`config.mk`:
```
export PLATFORM = sky130hd
export DESIGN_NAME = pw_ref_ctrl
export DESIGN_NICKNAME = d
export VERILOG_FILES = /design/src/rtl/pw_ref_ctrl.sv
export SDC_FILE = /design/constraint.sdc
export NUM_CORES = 1
export LEC_CHECK = 0
export CELL_PAD_IN_SITES_DETAIL_PLACEMENT = 2
export CELL_PAD_IN_SITES_GLOBAL_PLACEMENT = 2
export CORE_UTILIZATION = 43
export DETAILED_ROUTE_END_ITERATION = 8
export HOLD_SLACK_MARGIN = 0.1
export PLACE_DENSITY = 0.86
export SETUP_SLACK_MARGIN = 0.3
export SLEW_MARGIN = 20
export SYNTH_ARGS = -nofsm -noshare
export SYNTH_HDL_FRONTEND = slang
export SYNTH_SLANG_ARGS = --single-unit
```
`constraint.sdc`:
```
create_clock -name clk_i -period 6.6 [get_ports clk_i]
set_clock_uncertainty 0.15 [all_clocks]
set_input_delay 0.99 -clock clk_i [delete_from_list [all_inputs] [get_ports clk_i]]
set_output_delay 0.99 -clock clk_i [all_outputs]
set_load 0.05 [all_outputs]
```
`src/rtl/pw_ref_ctrl.sv`:
```
// pw_ref_ctrl: debounced up/down duty reference with period-aligned commit and PWM count clock
module pw_ref_ctrl #(
   parameter int         DIV_HALF   = 25000,
   parameter int         DEB_CYCLES = 500000,
   parameter logic [3:0] REF_INIT   = 4'd8
) (
   input  logic       clk_i,
   input  logic       reset,
   input  logic       btn_up_i,
   input  logic       btn_dn_i,
   output logic       f_media_o,
   output logic [3:0] ref_o,
   output logic [3:0] ref_pending_o,
   output logic [3:0] phase_o,
   output logic       period_start_o
);
   localparam int DW = $clog2(DIV_HALF + 1);
   localparam int CW = $clog2(DEB_CYCLES + 1);
   localparam logic [DW-1:0] DIV_MAX = DW'(DIV_HALF - 1);
   localparam logic [CW-1:0] DEB_MAX = CW'(DEB_CYCLES - 1);

   logic [1:0]    w_btn;
   logic [1:0]    r_s1;
   logic [1:0]    r_s2;
   logic [1:0]    w_pls;
   logic [3:0]    r_pend;
   logic [3:0]    r_ref;
   logic [3:0]    r_ph;
   logic [DW-1:0] r_div;
   logic          r_f;
   logic          r_ps;
   logic          w_tick;
   logic          w_rise;
   logic          w_wrap;

   assign w_btn  = {btn_dn_i, btn_up_i};
   assign w_tick = r_div == DIV_MAX;
   assign w_rise = w_tick && !r_f;
   assign w_wrap = w_rise && r_ph == 4'hF;

   // two-flop synchronizer for both raw buttons
   always_ff @(posedge clk_i or negedge reset) begin
      if (!reset) begin
         r_s1 <= 2'b00;
         r_s2 <= 2'b00;
      end else begin
         r_s1 <= w_btn;
         r_s2 <= r_s1;
      end
   end

   genvar g;
   generate
      for (g = 0; g < 2; g++) begin : g_deb
         logic [CW-1:0] r_cnt;
         logic          r_deb;
         logic          r_pls;
         assign w_pls[g] = r_pls;
         // debounce: flip after DEB_CYCLES stable mismatches, pulse on the 0->1 flip
         always_ff @(posedge clk_i or negedge reset) begin
            if (!reset) begin
               r_cnt <= '0;
               r_deb <= 1'b0;
               r_pls <= 1'b0;
            end else begin
               r_pls <= 1'b0;
               if (r_s2[g] == r_deb) begin
                  r_cnt <= '0;
               end else if (r_cnt == DEB_MAX) begin
                  r_cnt <= '0;
                  r_deb <= ~r_deb;
                  r_pls <= ~r_deb;
               end else begin
                  r_cnt <= r_cnt + 1'b1;
               end
            end
         end
      end
   endgenerate

   // saturating pending reference; simultaneous up and down cancel
   always_ff @(posedge clk_i or negedge reset) begin
      if (!reset) r_pend <= REF_INIT;
      else if (w_pls == 2'b01 && r_pend != 4'hF) r_pend <= r_pend + 4'd1;
      else if (w_pls == 2'b10 && r_pend != 4'h0) r_pend <= r_pend - 4'd1;
   end

   // half-period divider producing the PWM count clock
   always_ff @(posedge clk_i or negedge reset) begin
      if (!reset) begin
         r_div <= '0;
         r_f   <= 1'b0;
      end else begin
         r_div <= w_tick ? '0 : r_div + 1'b1;
         r_f   <= w_tick ? ~r_f : r_f;
      end
   end

   // shadow phase of the PWM counter; commit the pending value on its wrap
   always_ff @(posedge clk_i or negedge reset) begin
      if (!reset) begin
         r_ph  <= 4'd0;
         r_ref <= REF_INIT;
         r_ps  <= 1'b0;
      end else begin
         r_ph  <= w_rise ? r_ph + 4'd1 : r_ph;
         r_ref <= w_wrap ? r_pend : r_ref;
         r_ps  <= w_wrap;
      end
   end

   assign f_media_o      = r_f;
   assign ref_o          = r_ref;
   assign ref_pending_o  = r_pend;
   assign phase_o        = r_ph;
   assign period_start_o = r_ps;
endmodule

```
-- Word level (Yosys, flattened, before mapping)
Cells that the tools add are included.
Widths: inputs -> output; s select.
- logic and storage cells: 54
- output and inout bits: 14
- input port bits: 4
- flip-flop bits (word level): 75
- multiplexer cells: 11
- $add $sub $neg: 6
- bitwise logic cells: 5
- equality and inequality tests: 9
- reduce and logical (&&, ||, !) cells: 9
- operators with widths (operator ; number):
    $mux 19 ; 4
    $add 19x1->19 const B ; 2
    $eq 19x19->1 const B ; 2
    $add 15x1->15 const B ; 1
    $eq 15x15->1 const B ; 1
    $mux 15 ; 1
    $add 4x1->4 const B ; 2
    $mux 4 ; 2
    $not 1->1 ; 5
    $eq 4x4->1 const B ; 1
    $logic_and 1x1->1 ; 4
    $mux 1 ; 4
    $ne 4x4->1 const B ; 1
    $reduce_and 2->1 ; 2
    $reduce_bool 4->1 ; 1
    $sub 4x1->4 const B ; 1
    $eq 1x1->1 ; 2
    $eq 2x1->1 const B ; 1
    $eq 2x2->1 const B ; 1
    $reduce_bool 2->1 ; 1
    $logic_not 1->1 ; 1

-- Longest topological paths before layout
- word-level depth: 4
- mapped depth: 7

-- Least setup slack after synthesis
Ideal clock, no wire load.
- path kind: register to register
- from: register r_pend[0], in the netlist ref_pending_o[0]
- to: register r_pend[3], in the netlist ref_pending_o[3]
- clock period less this slack: 2.224 ns
- data arrival time: 1.999 ns
- data required time: 6.375 ns
- setup slack: 4.376 ns
- cell stages (with the launch flop): 8
- library setup time: 0.075 ns
- path buffers: 0
- path through: dfrtp_1 -> nand4_1 -> nand3b_1 -> ha_1 -> a21o_1 -> a21oi_1 -> mux2i_1 -> xor2_1
- word-level cells in the longest chain between the ends: 3
- elaborated cells on any way between the ends: 9
- classes of those cells: add/sub (2); eq/ne (1); mux (2); reduce/logical (4)
- ends and longest elaborated chain (what ; RTL line ; RTL):
    from (decl) ; 26 ; logic [3:0] r_pend;
    from (signal assigned) ; 84 ; else if (w_pls == 2'b01 && r_pend != 4'hF) r_pend <= r_pend + 4'd1;
    from (signal assigned) ; 85 ; else if (w_pls == 2'b10 && r_pend != 4'h0) r_pend <= r_pend - 4'd1;
    $sub 4x1->4 (tied with other cells) ; 85 ;
    $mux 4 (tied with other cells) ; 85 ;
    $mux 4 / $reduce_bool 2->1 (equally long branches) ; -- ;
Parallel ways exist; a longest one is shown, timed or not. The select of a mux whose other input is x is not followed.
A chain may end at the register's enable or synchronous reset.

-- Worst setup path in the final report
- from: register r_pend[3], in the netlist ref_pending_o[3]
- to: output ref_pending_o[3]
- RTL lines (what ; RTL line ; RTL):
    to (decl) ; 13 ; output logic [3:0] ref_pending_o,
No word-level cell between the ends.

==> flow_summary.toml <==
[run_status]
outcome = "finished, final reports clean"

[logic_synthesis]
synth.net_count = 342
ys.flop_type = "dfrtp_1"
synthMuxAreaShare = 0.0315
synth.most_common_cell = "dfrtp_1"
synth_edf_count = 0
synthTopCellsByCount = "dfrtp_1, nor2_1, xnor2_1"
synth-xor-area-share = 0.119
yosys_warnings = 0
yosys.area_share.simple = 0.239
syn_avg_cell_area_um2 = 10.7
async_reset_ff_frac = 1.00
synth_top_family_by_area = "simple AND/OR/NAND/NOR gates"
synthDistinctLibCells = 43
synth-seq-cells = 75
synthCells = 331
yosysTopAreaCellShare = 0.517
synth_area_leader_cell = "dfrtp_1"
netlist_top_cells_area = "dfrtp_1, xnor2_1, xor2_1"
synthAdderAreaFrac = 0.0269
synth_compound_area_frac = 0.0329
netlist_area_um2 = 3530
synth_seq_area_share = 0.532

[detailed_routing]
firstDrtPassIters = 4
ant_nets = 0
vias = 2633
wl_met3_um = 216
drc = 0
met2_length_mm = 5.08
drt-total-wl_mm = 9.64
vias_per_cell = 5.71
drt-initial-drc-count = 109
wl_met1_mm = 4.16
detail_route.wl_per_cell_um = 20.9
dr.max_layer_used = "met4"

[place]
routabilityCongestion = 0.781
hpwl_mm = 5.73
placed_cell_area_um2 = 3810
placement.io_buffers = 17
dpl_worst_slack_ns = 4.09

[die]
die_h_um = 92.7
fp-row-count = 32
dieArea_um2 = 8590
io_pins = 18
die_width_um = 92.7
initial_utilization = 0.450
coreArea_um2 = 7850

[sta]
slew_headroom = 0.372
fin_ws_ns = 3.73
drv_slew = 0
hold_viol_final = 0
fin_setup_tns_ns = 0
post-route-min-period_ns = 2.87
whs_ns = 0.235
grt_setup_unrepaired = "false"
finalSetupViolCount = 0
max_freq_mhz = 348
post-route-period-util = 0.435
worst_pin_slew_ns = 0.941

[cells_and_area]
fin_area_um2 = 4060
fin_util = 0.517
fill_cells = 786
antenna_cells = 0
nets = 365
drive_gt1_frac = 0.0891
syn_to_final_growth_pct = 14.8

[clocking]
cts_made_buffers = 9
path_clk_slew_ns = 0.08
ctsHoldBuffers = 0
cts_setup_buffers = 0
cts_sinks = 75
clk_latency_ns = 0.34
cts.path.max_buffers = 2
htree_levels = 3
cts_tree = "done"
root_buffer = "clkbuf_8"
ctsResizeCount = 0

[critical_path]
cp_max_fo = 5
crit_required_ns = 5.46
cp_top_family = "buffers and inverters"
cp_slowest_cell = "clkdlybuf4s50_1"
crit_type = "reg2out"
critPathArrivalTime_ns = 1.73
worstPathCellList = "clkdlybuf4s50_1"
critPathCaptureType = "primary output"
critPathBufInv = 1
crit_path_start_kind = "flop"
cp_slowest_stage_delay_ns = 0.81

[global_route]
overflow = 0
grt_first_pass_wirelength_mm = 16.3
grt_max_degree = 76
grt_usage = 0.249
antenna_found_initial = 0
grt_pass1_vias = 2985

[power_and_ir_drop]
leakage_nw = 1.72
clockPowerShare = 0.474
ir_worst_vdd_mv = 0.118
p_per_area_nw_per_um2 = 230
switchingPower_mw = 0.202
internal_power_mw = 0.731
p_comb_frac = 0.024
p_seq_frac = 0.502
switching_share = 0.217

[hold_path]
hold_path_class = "reg2reg"

[job]
drv_cap = 0
power by group through the flow:
stage | logic (mW) | clock network (mW) | registers (mW)
final | 0.0221 | 0.443 | 0.469
after global routing | 0.0253 | 0.471 | 0.470
after CTS | 0.0231 | 0.448 | 0.469
after detailed placement | 0.0224 | 0 | 0.478
after global placement | 0.0217 | 0 | 0.477
after floorplan | 0.00912 | 0 | 0.476
sequential cells by signal (all words and copies together), names as in the netlist, 4 cells and up:
signal,count
g_deb.r_cnt,38
r_div,15
phase_o,4
ref_o,4
ref_pending_o,4
cell type report:
| type | count | area, um2 | share of cell area |
|---|---|---|---|
| timing repair buffer | 19 | 183 | 0.0450 |
| inverter | 8 | 30.0 | 0.00740 |
| sequential | 75 | 1880 | 0.463 |
| tap | 102 | 128 | 0.0315 |
| clock buffer | 10 | 138 | 0.0339 |
| clock inverter | 6 | 111 | 0.0274 |
| multi-input combinational | 241 | 1590 | 0.392 |
cell families (layout without fill, tap and decap cells):
kind of cell	after synthesis	after routing
compound gates	19	19
xor+xnor	48	48
mux	10	10
flops	75	75
buf+inv	15	43
fa+ha+maj	7	7
simple gates	157	157
per-stage QoR:
stage	total power, mW	instances
floorplan	0.485	331
global placement	0.499	445
detailed placement	0.500	445
CTS	0.940	461
global route	0.966	461
finish	0.933	461
final timing paths:
check,slack [ns],cells past startpoint,to,startpoint
worst max register to register,4.07,5,ref_o[2]$_DFFE_PN0P_,r_div[6]$_DFF_PN0_
worst min register to register,0.24,0,r_s2[0]$_DFF_PN0_,r_s1[0]$_DFF_PN0_
worst min-delay path,0.24,0,r_s2[0]$_DFF_PN0_,r_s1[0]$_DFF_PN0_
max in group asynchronous,5.05,1,g_deb[0].r_cnt[0]$_DFF_PN0_,reset
min in group asynchronous,0.64,1,ref_pending_o[0]$_DFFE_PN0P_,reset
worst max-delay path,3.73,1,ref_pending_o[3],ref_pending_o[3]$_DFFE_PN1P_
routing by layer:
| layer | GRT usage | vias up |
|---|---|---|
| met5 | 0 | - |
| met4 | 0.0872 | 0 |
| met3 | 0.0361 | 19 |
| met2 | 0.444 | 46 |
| met1 | 0.308 | 1365 |
| li1 | - | 1203 |
layout by cell type, fill, tap and decap left out, types with 9 or more instances in the layout:
master	instances
nand4_1	13
xor2_1	21
clkbuf_8	10
xnor2_1	27
nor2_1	46
clkdlybuf4s50_1	16
dfrtp_1	73
nand2_1	24
a21oi_1	9
nand3_1	16
No activity file was read; power rests on OpenSTA's default activity.
